**src/rtl/unidad_cortocircuito_pkg.sv**
```systemverilog
// Shared definitions for the EX-stage forwarding unit.
//   NO_CORTO / CORTO_WB / CORTO_MEM : operand-mux select encodings
//   corto_sel_t                     : 2-bit select type
//   REG_W                           : register-index width
package unidad_cortocircuito_pkg;

  localparam int unsigned REG_W = 5;

  typedef logic [1:0] corto_sel_t;

  localparam corto_sel_t NO_CORTO  = 2'b00;
  localparam corto_sel_t CORTO_WB  = 2'b01;
  localparam corto_sel_t CORTO_MEM = 2'b10;

endpackage

```
**src/rtl/unidad_cortocircuito_fwd_select.sv**
```systemverilog
// Forwarding select for a single EX-stage source operand.
// Ports:
//   src             : source register index of the EX instruction
//   i_rd_MEM/i_rd_WB: destination registers in MEM and WB
//   i_write_reg_*   : register-file write enables of MEM and WB
//   o_corto         : operand-mux select (MEM beats WB, register 0 never forwards)
module fwd_select
  import unidad_cortocircuito_pkg::*;
(
  input  logic [REG_W-1:0] src,
  input  logic [REG_W-1:0] i_rd_MEM,
  input  logic [REG_W-1:0] i_rd_WB,
  input  logic             i_write_reg_MEM,
  input  logic             i_write_reg_WB,
  output corto_sel_t       o_corto
);

  logic mem_hit;
  logic wb_hit;

  always_comb begin
    mem_hit = i_write_reg_MEM && (i_rd_MEM == src) && (i_rd_MEM != '0);
    wb_hit  = i_write_reg_WB  && (i_rd_WB  == src) && (i_rd_WB  != '0);
    o_corto = NO_CORTO;
    // MEM holds the younger producer, so it wins over WB.
    if (mem_hit) begin
      o_corto = CORTO_MEM;
    end else if (wb_hit) begin
      o_corto = CORTO_WB;
    end
  end

endmodule

```
**src/rtl/unidad_cortocircuito.sv**
```systemverilog
// EX-stage forwarding (bypass) unit for the 5-stage MIPS pipeline.
// Ports:
//   i_clk, i_rst_n           : clock / async active-low reset (statistics only)
//   i_rd_MEM, i_rd_WB        : destination registers in MEM and WB
//   i_rs_EX, i_rt_EX         : source registers of the EX instruction
//   i_write_reg_MEM/_WB      : register-file write enables
//   i_stats_clr              : synchronous counter clear
//   o_corto_rs, o_corto_rt   : combinational operand-mux selects
//   o_fwd_mem_count/_wb_count: saturating forwarding-event counters
// Build option: define CORTOCIRCUITO_STATS_EN to build the counters; otherwise they read 0.
module unidad_cortocircuito
  import unidad_cortocircuito_pkg::*;
#(
  parameter int unsigned COUNT_W = 16
) (
  input  logic               i_clk,
  input  logic               i_rst_n,
  input  logic [4:0]         i_rd_MEM,
  input  logic [4:0]         i_rd_WB,
  input  logic [4:0]         i_rs_EX,
  input  logic [4:0]         i_rt_EX,
  input  logic               i_write_reg_MEM,
  input  logic               i_write_reg_WB,
  input  logic               i_stats_clr,
  output logic [1:0]         o_corto_rs,
  output logic [1:0]         o_corto_rt,
  output logic [COUNT_W-1:0] o_fwd_mem_count,
  output logic [COUNT_W-1:0] o_fwd_wb_count
);

  fwd_select u_fwd_rs (
    .src             (i_rs_EX),
    .i_rd_MEM        (i_rd_MEM),
    .i_rd_WB         (i_rd_WB),
    .i_write_reg_MEM (i_write_reg_MEM),
    .i_write_reg_WB  (i_write_reg_WB),
    .o_corto         (o_corto_rs)
  );

  fwd_select u_fwd_rt (
    .src             (i_rt_EX),
    .i_rd_MEM        (i_rd_MEM),
    .i_rd_WB         (i_rd_WB),
    .i_write_reg_MEM (i_write_reg_MEM),
    .i_write_reg_WB  (i_write_reg_WB),
    .o_corto         (o_corto_rt)
  );

`ifdef CORTOCIRCUITO_STATS_EN
  logic [1:0]         mem_inc, wb_inc;
  logic [COUNT_W+1:0] mem_sum, wb_sum;
  logic [COUNT_W-1:0] mem_cnt_q, mem_cnt_d;
  logic [COUNT_W-1:0] wb_cnt_q, wb_cnt_d;

  always_comb begin
    mem_inc = {1'b0, o_corto_rs == CORTO_MEM} + {1'b0, o_corto_rt == CORTO_MEM};
    wb_inc  = {1'b0, o_corto_rs == CORTO_WB}  + {1'b0, o_corto_rt == CORTO_WB};
    // Two guard bits catch any carry past all-ones; clamp instead of wrapping.
    mem_sum = {2'b00, mem_cnt_q} + {{COUNT_W{1'b0}}, mem_inc};
    wb_sum  = {2'b00, wb_cnt_q}  + {{COUNT_W{1'b0}}, wb_inc};
    mem_cnt_d = (|mem_sum[COUNT_W+1:COUNT_W]) ? '1 : mem_sum[COUNT_W-1:0];
    wb_cnt_d  = (|wb_sum[COUNT_W+1:COUNT_W])  ? '1 : wb_sum[COUNT_W-1:0];
    if (i_stats_clr) begin
      mem_cnt_d = '0;
      wb_cnt_d  = '0;
    end
  end

  always_ff @(posedge i_clk or negedge i_rst_n) begin
    if (!i_rst_n) begin
      mem_cnt_q <= '0;
      wb_cnt_q  <= '0;
    end else begin
      mem_cnt_q <= mem_cnt_d;
      wb_cnt_q  <= wb_cnt_d;
    end
  end

  assign o_fwd_mem_count = mem_cnt_q;
  assign o_fwd_wb_count  = wb_cnt_q;
`else
  logic unused_stats;
  assign unused_stats    = ^{i_clk, i_rst_n, i_stats_clr};
  assign o_fwd_mem_count = '0;
  assign o_fwd_wb_count  = '0;
`endif

endmodule

```
**config.mk**
```make
export PLATFORM = sky130hd
export DESIGN_NAME = unidad_cortocircuito
export DESIGN_NICKNAME = d
export VERILOG_FILES = /design/src/rtl/unidad_cortocircuito_pkg.sv /design/src/rtl/unidad_cortocircuito_fwd_select.sv /design/src/rtl/unidad_cortocircuito.sv
export SDC_FILE = /design/constraint.sdc
export NUM_CORES = 1
export LEC_CHECK = 0
export BUFFER_PORTS_ARGS = -buffer_cell sky130_fd_sc_hd__buf_2
export CAP_MARGIN = 20
export CORE_MARGIN = 2
export CORE_UTILIZATION = 32
export DETAILED_ROUTE_END_ITERATION = 10
export GPL_ROUTABILITY_DRIVEN = 0
export GPL_TIMING_DRIVEN = 0
export PLACE_DENSITY = 0.78
export SYNTH_ARGS = -nofsm -noshare
export SYNTH_HDL_FRONTEND = slang
export SYNTH_SLANG_ARGS = --single-unit
```
**constraint.sdc**
```tcl
create_clock -name vclk -period 1.1
set_input_delay 0.11 -clock vclk [all_inputs]
set_output_delay 0.11 -clock vclk [all_outputs]
set_load 0.02 [all_outputs]
```
==> impl_summary.log <==
[metrics] average wire per standard cell: approximately 8.1 µm
[metrics] Worst Setup Start Kind: primary input
[metrics] setup slack at placement: -0.380 ns
[metrics] top post-synthesis cells by area: buf_4, xnor2_1, xor2_1, nand3_1, nor3_1
[metrics] Setup crit end kind: output pin
[metrics] Total Nets Final: about 150
[metrics] DP HPWL: between 1 and 1.5 mm
[metrics] RSZ-0062 raised after global routing: true
[metrics] Layout area overhead: 74.3%
[metrics] iteration-0 DRC count of the detailed router: 3
[metrics] slowest CP cell: or4_4
[metrics] Slew Viols, Final: 0
[metrics] via count of the first global-routing pass: roughly 430
[metrics] area used by sequential logic in the layout: 0 µm²
[metrics] violations in the final reports: negative setup slack
[metrics] Worst Hold Path EP: o_corto_rs[0]
[metrics] fraction of layout cells with a size suffix above 1: around 54%
[metrics] power density over cell area: ~420 nW/µm²
[metrics] final sequential cell count: 0
[metrics] number of buffers inserted by hold repair at cts: 0
[metrics] die outline height: approximately 44 µm
[metrics] max capacitance violation total: 0
[metrics] maximum number of pins on one net before global-route repair: 4
[metrics] Hold Crit Class: in -> out
[metrics] 1st-pass router iterations: 2
[metrics] Die Area: around 2000 µm²
[metrics] Synth Instances: between 60 and 70
[metrics] area of the core region: 1510 µm²
[metrics] detailed-route DRC error count: 0
[metrics] run status: finished with violations
[metrics] WP depth: 6
[metrics] Via density: ~3.5
[metrics] worst hold path stage count: 4
[metrics] sequential share of the synthesized area: 0%
[metrics] Max Freq: 709 MHz
[metrics] cell type with the largest total area after synthesis: buf_4
[metrics] critical path buffer and inverter count: 3
[metrics] post-synthesis average cell area: 7.47 µm²
[metrics] share of the synthesized area in the top cell type: a little under 50%
[metrics] I/O Buffers: 26
[metrics] cell family with the largest share of critical-path delay: simple AND/OR/NAND/NOR gates
[metrics] Final Cell Area: 898 µm²
[metrics] Crit path largest cell delay: approximately 0.54 ns
[metrics] count of nets left with antenna violations after detail routing: 0
[metrics] Max IR drop VDD: about 0.00023 V
[metrics] critical path arrival: around 1.3 ns
[metrics] Die Width: 44.1 µm
[metrics] GRT Total Usage: 11.7%
[metrics] clock buffer count: 0
[metrics] via total after detailed routing: just over 500
[metrics] total grt overflow: 0
[metrics] Post-Syn Area: between 500 and 600 µm²
[metrics] most common cell after layout, fill and taps aside: buf_4
[metrics] final-report setup violation count: 4
[metrics] minimum hold slack: 0.609 ns
[metrics] fill cell count: ~150
[metrics] static leakage power: ~0.50 nW
[metrics] commonest cells after routing, fill and taps aside: buf_4, conb_1, buf_2
[metrics] crit path time final: ~1.4 ns
[metrics] startpoint of the lowest-slack hold path: i_write_reg_WB
[metrics] final worst path period share: 128%
[metrics] Crit Path Class: in -> out
[metrics] post-synthesis cell type count: 10
[metrics] number of antenna violations at the first check in global routing: 0
[metrics] effective utilization at floorplan: 34.2%
[metrics] worst-case setup margin in the final layout: -0.310 ns
[metrics] wirelength, routed: between 1 and 1.5 mm
[metrics] final number of hold-violating endpoints: 0
[metrics] critical path cell sequence: buf_8, or4_4, o21ai_4, nor4_4, buf_4, buf_6
[metrics] antenna cell count: 0
[metrics] Worst EP required: between 0.9 and 1 ns
[metrics] worst-path maximum fanout: 2
[metrics] count of boundary I/O pins: 61
[metrics] synthesis warning total: 0
[metrics] placed standard-cell area: 846 µm²
[metrics] first-pass GRT wire length: around 1.8 mm
[metrics] total design power: approximately 380 µW
[metrics] number of placement rows: 14
==> per-stage QoR <==
stage          TNS [ns]  instances  util [%]
5_1_grt           -1.39        143      59.6
3_3_place_gp      -1.44        142      56.1
2_1_floorplan    -0.465        100         -
3_5_place_dp      -1.51        142      56.1
4_1_cts           -1.26        143      59.6
6_report          -1.23        143      59.6
==> Yosys cell counts <==
library cell,n
or4_1,2
o21ai_0,1
o21ai_2,1
buf_4,34
nor3_1,4
conb_1,1
xor2_1,10
nor4_1,2
xnor2_1,10
nand3_1,4
==> cell families (layout without fill, tap and decap cells) <==
kind of cell,Yosys count,in the layout,share of synthesized area [%]
other,1,32,0.727
AND/OR/NAND/NOR,12,12,13.1
AO/OA/AOI/OAI,2,2,2.67
buffers and inverters,34,61,49.5
XOR/XNOR,20,20,34.0
==> power by group <==
part	internal (mW)	switching, mW	total (mW)
registers	0	0	0
logic	0.171	0.205	0.376
clock network	0	0	0
total	0.171	0.205	0.376
==> final cells by class <==
type,instances,area [µm²],share of cell area [%]
Multi-Input combinational cell,66,444,49.4
Buffer,34,255,28.4
Timing Repair Buffer,27,179,19.9
Tap cell,16,20.0,2.23
==> per-layer routing <==
metal / GRT usage, % / vias to the layer above / part of all wire (%)
met5: 0 / - / 0
met3: 1.63 / 0 / 15
met2: 22.4 / 35 / 50
li1: - / 276 / -
met1: 14.5 / 194 / 34
met4: 0 / 0 / 0
==> worst min-delay path, stage by stage <==
cell     delay (ns)
buf_2          0.10
o21ai_2        0.11
nor3_4         0.06
buf_6          0.12
==> timing repair <==
item	CTS	global route
pin swaps	4	0
setup buffers	1	0
setup endpoints to repair	4	4
resized for setup	14	0
==> worst max path at each step <==
stage | from | to | slack, ns
floorplan | i_rd_MEM[3] | o_corto_rs[0] | -0.14
global placement | i_rd_MEM[3] | o_corto_rt[0] | -0.36
detailed placement | i_rd_MEM[3] | o_corto_rt[0] | -0.38
finish | i_rd_MEM[1] | o_corto_rt[1] | -0.31
global route | i_rd_MEM[1] | o_corto_rs[0] | -0.36
CTS | i_rd_MEM[1] | o_corto_rt[1] | -0.32
(Power assumes the default switching activity.)
